[config.mk]
export PLATFORM = sky130hd
export DESIGN_NAME = mem_port_arbiter
export DESIGN_NICKNAME = d
export VERILOG_FILES = /design/src/rtl/mem_port_arbiter.sv
export SDC_FILE = /design/constraint.sdc
export NUM_CORES = 1
export LEC_CHECK = 0
export ABC_AREA = 1
export CORE_UTILIZATION = 41
export CTS_BUF_LIST = sky130_fd_sc_hd__clkbuf_8
export CTS_CLUSTER_DIAMETER = 60
export CTS_CLUSTER_SIZE = 30
export DETAILED_ROUTE_END_ITERATION = 10
export PLACE_DENSITY_LB_ADDON = 0.15
export SYNTH_ARGS = -nofsm -noshare
export SYNTH_HDL_FRONTEND = slang
export SYNTH_SLANG_ARGS = --single-unit
[constraint.sdc]
create_clock -name clk -period 1.6 [get_ports clk]
set_clock_uncertainty 0.05 [all_clocks]
set_input_delay 0.24 -clock clk [delete_from_list [all_inputs] [get_ports clk]]
set_output_delay 0.24 -clock clk [all_outputs]
set_load 0.05 [all_outputs]
[src/rtl/mem_port_arbiter.sv]
// Single-port memory arbiter between instruction fetch and EX/WB load/store.
// Data accesses win over fetches; an issued fetch is never preempted.
module mem_port_arbiter #(
  parameter int ADDR_W = 32,
  parameter int DATA_W = 32
) (
  input  logic              clk,
  input  logic              rst,
  input  logic              if_req,
  input  logic [ADDR_W-1:0] if_addr,
  output logic [DATA_W-1:0] if_rdata,
  output logic              if_valid,
  input  logic              d_read,
  input  logic              d_write,
  input  logic [ADDR_W-1:0] d_addr,
  input  logic [DATA_W-1:0] d_wdata,
  output logic [DATA_W-1:0] d_rdata,
  output logic              d_done,
  output logic              stall_pipe,
  output logic              stall_if,
  output logic              mem_req,
  output logic              mem_we,
  output logic [ADDR_W-1:0] mem_addr,
  output logic [DATA_W-1:0] mem_wdata,
  input  logic              mem_ack,
  input  logic [DATA_W-1:0] mem_rdata
);

  typedef enum logic [2:0] {
    IDLE,
    D_BUSY,
    D_DONE,
    F_BUSY,
    F_DONE
  } state_t;

  state_t state, state_next;
  logic   d_op;

  assign d_op = d_read | d_write;

  always_ff @(posedge clk) begin
    if (!rst) begin
      state     <= IDLE;
      mem_req   <= 1'b0;
      mem_we    <= 1'b0;
      mem_addr  <= '0;
      mem_wdata <= '0;
      d_rdata   <= '0;
      if_rdata  <= '0;
    end else begin
      state <= state_next;
      case (state)
        IDLE: begin
          if (d_op) begin
            // A simultaneous read and write is treated as a store.
            mem_req   <= 1'b1;
            mem_we    <= d_write;
            mem_addr  <= d_addr;
            mem_wdata <= d_wdata;
          end else if (if_req) begin
            mem_req  <= 1'b1;
            mem_we   <= 1'b0;
            mem_addr <= if_addr;
          end
        end
        D_BUSY: begin
          if (mem_ack) begin
            mem_req <= 1'b0;
            if (!mem_we) d_rdata <= mem_rdata;
          end
        end
        F_BUSY: begin
          if (mem_ack) begin
            mem_req  <= 1'b0;
            if_rdata <= mem_rdata;
          end
        end
        default: ;
      endcase
    end
  end

  always_comb begin
    state_next = state;
    case (state)
      IDLE: begin
        if (d_op)        state_next = D_BUSY;
        else if (if_req) state_next = F_BUSY;
      end
      D_BUSY:  if (mem_ack) state_next = D_DONE;
      F_BUSY:  if (mem_ack) state_next = F_DONE;
      // The EX/WB register still shows the finished request here, so no re-sample.
      D_DONE:  state_next = IDLE;
      F_DONE:  state_next = IDLE;
      default: state_next = IDLE;
    endcase
  end

  assign d_done     = (state == D_DONE);
  assign if_valid   = (state == F_DONE);
  assign stall_pipe = d_op && (state != D_DONE);
  assign stall_if   = stall_pipe || (if_req && (state != F_DONE));

endmodule

## Word level (Yosys, flattened, before mapping)

Index checks and enable logic that the tools add are counted.

| operators by class | value |
|---|---|
| reductions and logical operators | 13 |
| bitwise logic cells | 2 |
| equal/unequal tests | 10 |
| mux-type cells | 13 |

Operators with widths:

| operator | number |
|---|---|
| $mux 32 | 2 |
| $mux 3 | 4 |
| $pmux 3 s3 | 1 |
| $reduce_and 3->1 | 3 |
| $eq 3x2->1 const B | 2 |
| $ne 3x3->1 const B | 2 |
| $reduce_and 2->1 | 3 |
| $mux 1 | 5 |
| $ne 2x2->1 const B | 2 |
| $reduce_bool 2->1 | 2 |
| $eq 3x1->1 const B | 1 |
| $eq 3x3->1 const B | 1 |
| $logic_not 3->1 | 1 |
| $ne 3x2->1 const B | 1 |
| $logic_and 1x1->1 | 2 |
| $ne 2x1->1 const B | 1 |
| $pmux 1 s2 | 1 |
| $reduce_or 2->1 | 1 |
| $logic_or 1x1->1 | 1 |
| $not 1->1 | 1 |
| $or 1x1->1 | 1 |

| storage, ports and cells | value |
|---|---|
| logic and storage cells | 45 |
| input port bits | 134 |
| output and inout port bits | 134 |
| register bits after elaboration | 133 |

## Depth between registers and ports, before layout

| depth | value |
|---|---|
| depth in word-level cells | 4 |
| mapped depth | 8 |
| gate-level depth less buffers | 7 |

## Worst setup path after synthesis

Ideal clock, no wire load.

| timing | value |
|---|---|
| kind | input -> output |
| start | input d_write |
| end | output stall_if |
| data required time | 1310 ps |
| path buffers | 2 |
| data arrival time | 1236 ps |
| path slack | 74 ps |
| stages | 6 |
| path through | inv_1 > nand2_1 > buf_2 > buf_2 > o21ai_0 > nand2_1 |

| between the ends | value |
|---|---|
| cells in the longest elaborated chain, start to end | 3 |

RTL lines:

| item | RTL line | text |
|---|---|---|
| from (decl) | 14 | `input logic d_write,` |
| $or 1x1->1 | 40 | `assign d_op = d_read \| d_write;` |
| $logic_and 1x1->1 | 102 | `assign stall_pipe = d_op && (state != D_DONE);` |
| $logic_or 1x1->1 | 103 | `assign stall_if = stall_pipe \|\| (if_req && (state != F_DONE));` |
| to (decl) | 20 | `output logic stall_if,` |

No other way between the ends.

## Final worst setup path

| timing | value |
|---|---|
| start | register state[0] |
| end | output stall_if |

| between the ends | value |
|---|---|
| cells in the longest elaborated chain, start to end | 3 |
| elaborated cells on any way between the ends | 5 |
| classes of those cells | 2 x eq/ne; 3 x reduce/logical |

RTL lines:

| item | RTL line | text |
|---|---|---|
| from (decl) | 37 | `state_t state, state_next;` |
| from (signal assigned) | 52 | `state <= state_next;` |
| $ne 3x2->1 or $ne 3x3->1 (tied branches) | 102, 103 |  |
| $logic_and 1x1->1, on equally long branches | 102, 103 |  |
| $logic_or 1x1->1 (*) | 103 |  |

Mark *: on every way between the ends. The rest lies on a longest branch, timed or not.

==> parameters.txt <==
Parameter                              Value

Outcome
  Result of the run    finished, violations left
  Violations in the final reports    setup timing

Placed design
  Placement-stage worst setup slack    -132 ps
  Count of input and output buffers    about 270
  HPWL after DPL    12.1 mm
  Placed cell areas    between 0.007 and 0.008 mm²
  Number of placed cells counting well taps    1122
  Final weighted congestion in routability-driven placement    0.812

Routing
  Drt via density    4.92
  Detailed-route via count    5703
  Post-detailed-routing wire length    between 15 and 20 mm
  Initial DRT Pass Iterations    4
  Wire per inst    14.4 µm
  Detailed-route DRC error count    0
  Iteration-0 DRC Markers    448
  Final antenna-violating net count    0

Floorplanning
  Chip Height    115 µm
  Die area    approximately 0.013 mm²
  Starting density of the core    42.8%
  Top Ports    between 200 and 300
  Std-Cell Rows    40
  Core area    0.0123 mm²
  Overall die width    115 µm

Timing
  Highest attainable clock frequency    621 MHz
  Measured slew at the worst slew-check pin    470 ps
  Minimum clock period after layout    1610 ps
  Post-Route Hold Slack    91.3 ps
  Endpoints failing setup    1
  Worst-case headroom to the max-slew limit    68.7%
  Crit path setup slack, layout    -10.7 ps
  Setup repair after global routing missed its margin    yes
  Hold Violations, Final    0
  Pins Over Slew Limit    0
  Share of the clock period used by the worst path    101%

Clocking
  TritonCTS buffer count    17
  Worst-skew pair later-pin latency    around 440 ps
  Count of hold buffers inserted by post-cts repair    0
  CTS Root Cell    sky130_fd_sc_hd__clkbuf_8
  Clock tree from TritonCTS    done
  Clock Tree Buf Depth    2
  Clock sink total    133
  H-Tree Level Count    4
  Clk slew on worst S/H paths    80 ps

Synthesis
  Post-synthesis instance area    0.00525 mm²
  Flops & latches, synth    133
  Synth Instances    710
  Cell variety after synth    18
  Post-synthesis area per instance    roughly 7.4 µm²
  Mapped Nets    844
  Seq/Total Area, Yosys    50.8%
  Count of synthesis-stage warnings from yosys    0

Flow run
  Max-capacitance violation count    0

Pwr
  Internal power component    6.24 mW
  PnR Total Power    9.78 mW
  Seq pwr share    39.0%
  Share of total power consumed by net switching    36.2%
  Net switching power of the design    approximately 3.5 mW
  Power Dens Cells    1170 mW/mm²
  Combinational power share    32.9%
  Fraction of power consumed by the clock network    approximately 28%
  Worst vdd rail ir drop    617 µV
  Cell leakage power    3.64 nW

Global routing
  Global-route wire length before repair    26.2 mm
  Global Route Usage Sum    25.4%
  Vias in the first global route    5532
  Total gr overflow    0
  Initial antenna violation count    0
  Maximum number of pins on one net before global-route repair    46

Setup path
  Biggest cell delay along the critical path    330 ps
  Class of the most critical setup path    reg -> out
  Data arrival time of the critical path    1320 ps
  Worst Path Max Fanout    4
  Required arrival time at the worst endpoint    between 1000 and 1500 ps
  Cell with the largest stage delay on the worst path    sky130_fd_sc_hd__dfxtp_2
  Cell-by-cell listing of the critical path    inv_4 > nand2_4 > o21ai_4 > nand2_2 > buf_12
  Kind of start point of the critical path    flip-flop
  Number of cell instances on the worst register-to-register path    5
  Crit path capture type    primary output

Hold path
  Class of the tightest hold or removal check    in -> reg
  Number of stages on the worst hold path    3

Final layout
  Proportion of layout cells with a drive suffix above 1    22.7%
  Sequential cell area    about 0.0027 mm²
  Area of combinational cells with multiple inputs    0.00227 mm²
  Final Non-Filler Cells    between 1000 and 1500
  Antenna fix cells    0
  Area of all placed cells without fillers    approximately 0.0083 mm²
  Area added between synthesis and finish    59.0%
  Layout Nets    1112
  Layout filler cell count    1045
## layer usage
metal	wire length (µm)	vias to the layer above	global-route usage (%)	part of all wire (%)
met5	0	-	0	0
met4	558	0	13.3	3.3
met3	1270	42	7.59	7.6
met2	8330	245	45.3	50
met1	6530	2582	27.1	39
li1	-	2834	-	-
## final cells by class
cell class,count,area share [%]
multi-input cells,513,27.3
repair buffers,302,32.9
flip-flops and latches,133,32.0
well taps,168,2.52
clock inverters,13,1.61
inverters,11,0.525
clock buffers,19,3.14
## final timing paths
kind / from / to / slack [ps]
worst min register to register: if_rdata[7] / if_rdata[7] / 410
worst max-delay path: state[0] / stall_if / -10
worst min-delay path: rst / d_rdata[24] / 90
worst max register to register: state[2] / if_rdata[4] / 120
## kinds of logic after synthesis
group	share of synthesized area [%]
buffers and inverters	6.77
DFF	50.8
and+or+nand+nor	29.4
AOI/OAI and AO/OA	13.1
## worst max-delay path: cells and delay by family (launching register included)
kind	cells	cell delay, ps
buffers and inverters	2	230
AOI/OAI and AO/OA	1	170
DFF	1	330
and+or+nand+nor	2	150
## cells in the mapped netlist, drive strengths merged
master / count / area, µm²
clkbuf: 20 / 76.3
dfxtp: 133 / 2660
nand2: 171 / 649
nor2: 136 / 526
nor3: 1 / 16.3
buf: 33 / 238
a21oi: 69 / 345
o21ai: 68 / 340
inv: 11 / 41.3
nand3: 68 / 350
## registers in the layout (all words and copies together) (netlist names)
name / count
d_rdata: 32
mem_we: 1
mem_wdata: 32
mem_req: 1
state: 3
if_rdata: 32
mem_addr: 32
## layout by cell type (no fill, tap or decap), types with 6 or more instances in the layout
cell type,count
sky130_fd_sc_hd__o21ai_0,59
sky130_fd_sc_hd__clkdlybuf4s50_1,132
sky130_fd_sc_hd__clkbuf_8,19
sky130_fd_sc_hd__inv_2,6
sky130_fd_sc_hd__o21ai_1,7
sky130_fd_sc_hd__buf_12,12
sky130_fd_sc_hd__nand2_1,166
sky130_fd_sc_hd__nand3_1,66
sky130_fd_sc_hd__buf_4,157
sky130_fd_sc_hd__a21oi_1,69
sky130_fd_sc_hd__nor2_1,132
sky130_fd_sc_hd__dfxtp_1,130
## through the flow
stage / utilization (%) / TNS [ps]
finish: 68.0 / -10.7
global route: 68.0 / -220
CTS: 67.6 / -42.7
detailed placement: 64.0 / -4800
global placement: 64.0 / -2890
floorplan: - / 0
## power by group through the flow
| stage | Clock [mW] | Combinational [mW] | Sequential (mW) |
|---|---|---|---|
| after floorplan | 0 | 0.881 | 4.92 |
| after global placement | 0 | 3.12 | 3.86 |
| after detailed placement | 0 | 3.16 | 3.87 |
| after CTS | 2.82 | 3.19 | 3.80 |
| after global routing | 2.95 | 3.41 | 3.84 |
| final | 2.75 | 3.21 | 3.81 |
## timing repair
item                       4_1_cts  5_1_grt
setup endpoints to repair        4       19
gates resized for setup          8       11
pin swaps                        1        4
setup buffers                    4        1
Power figures use the tool's default switching activity.
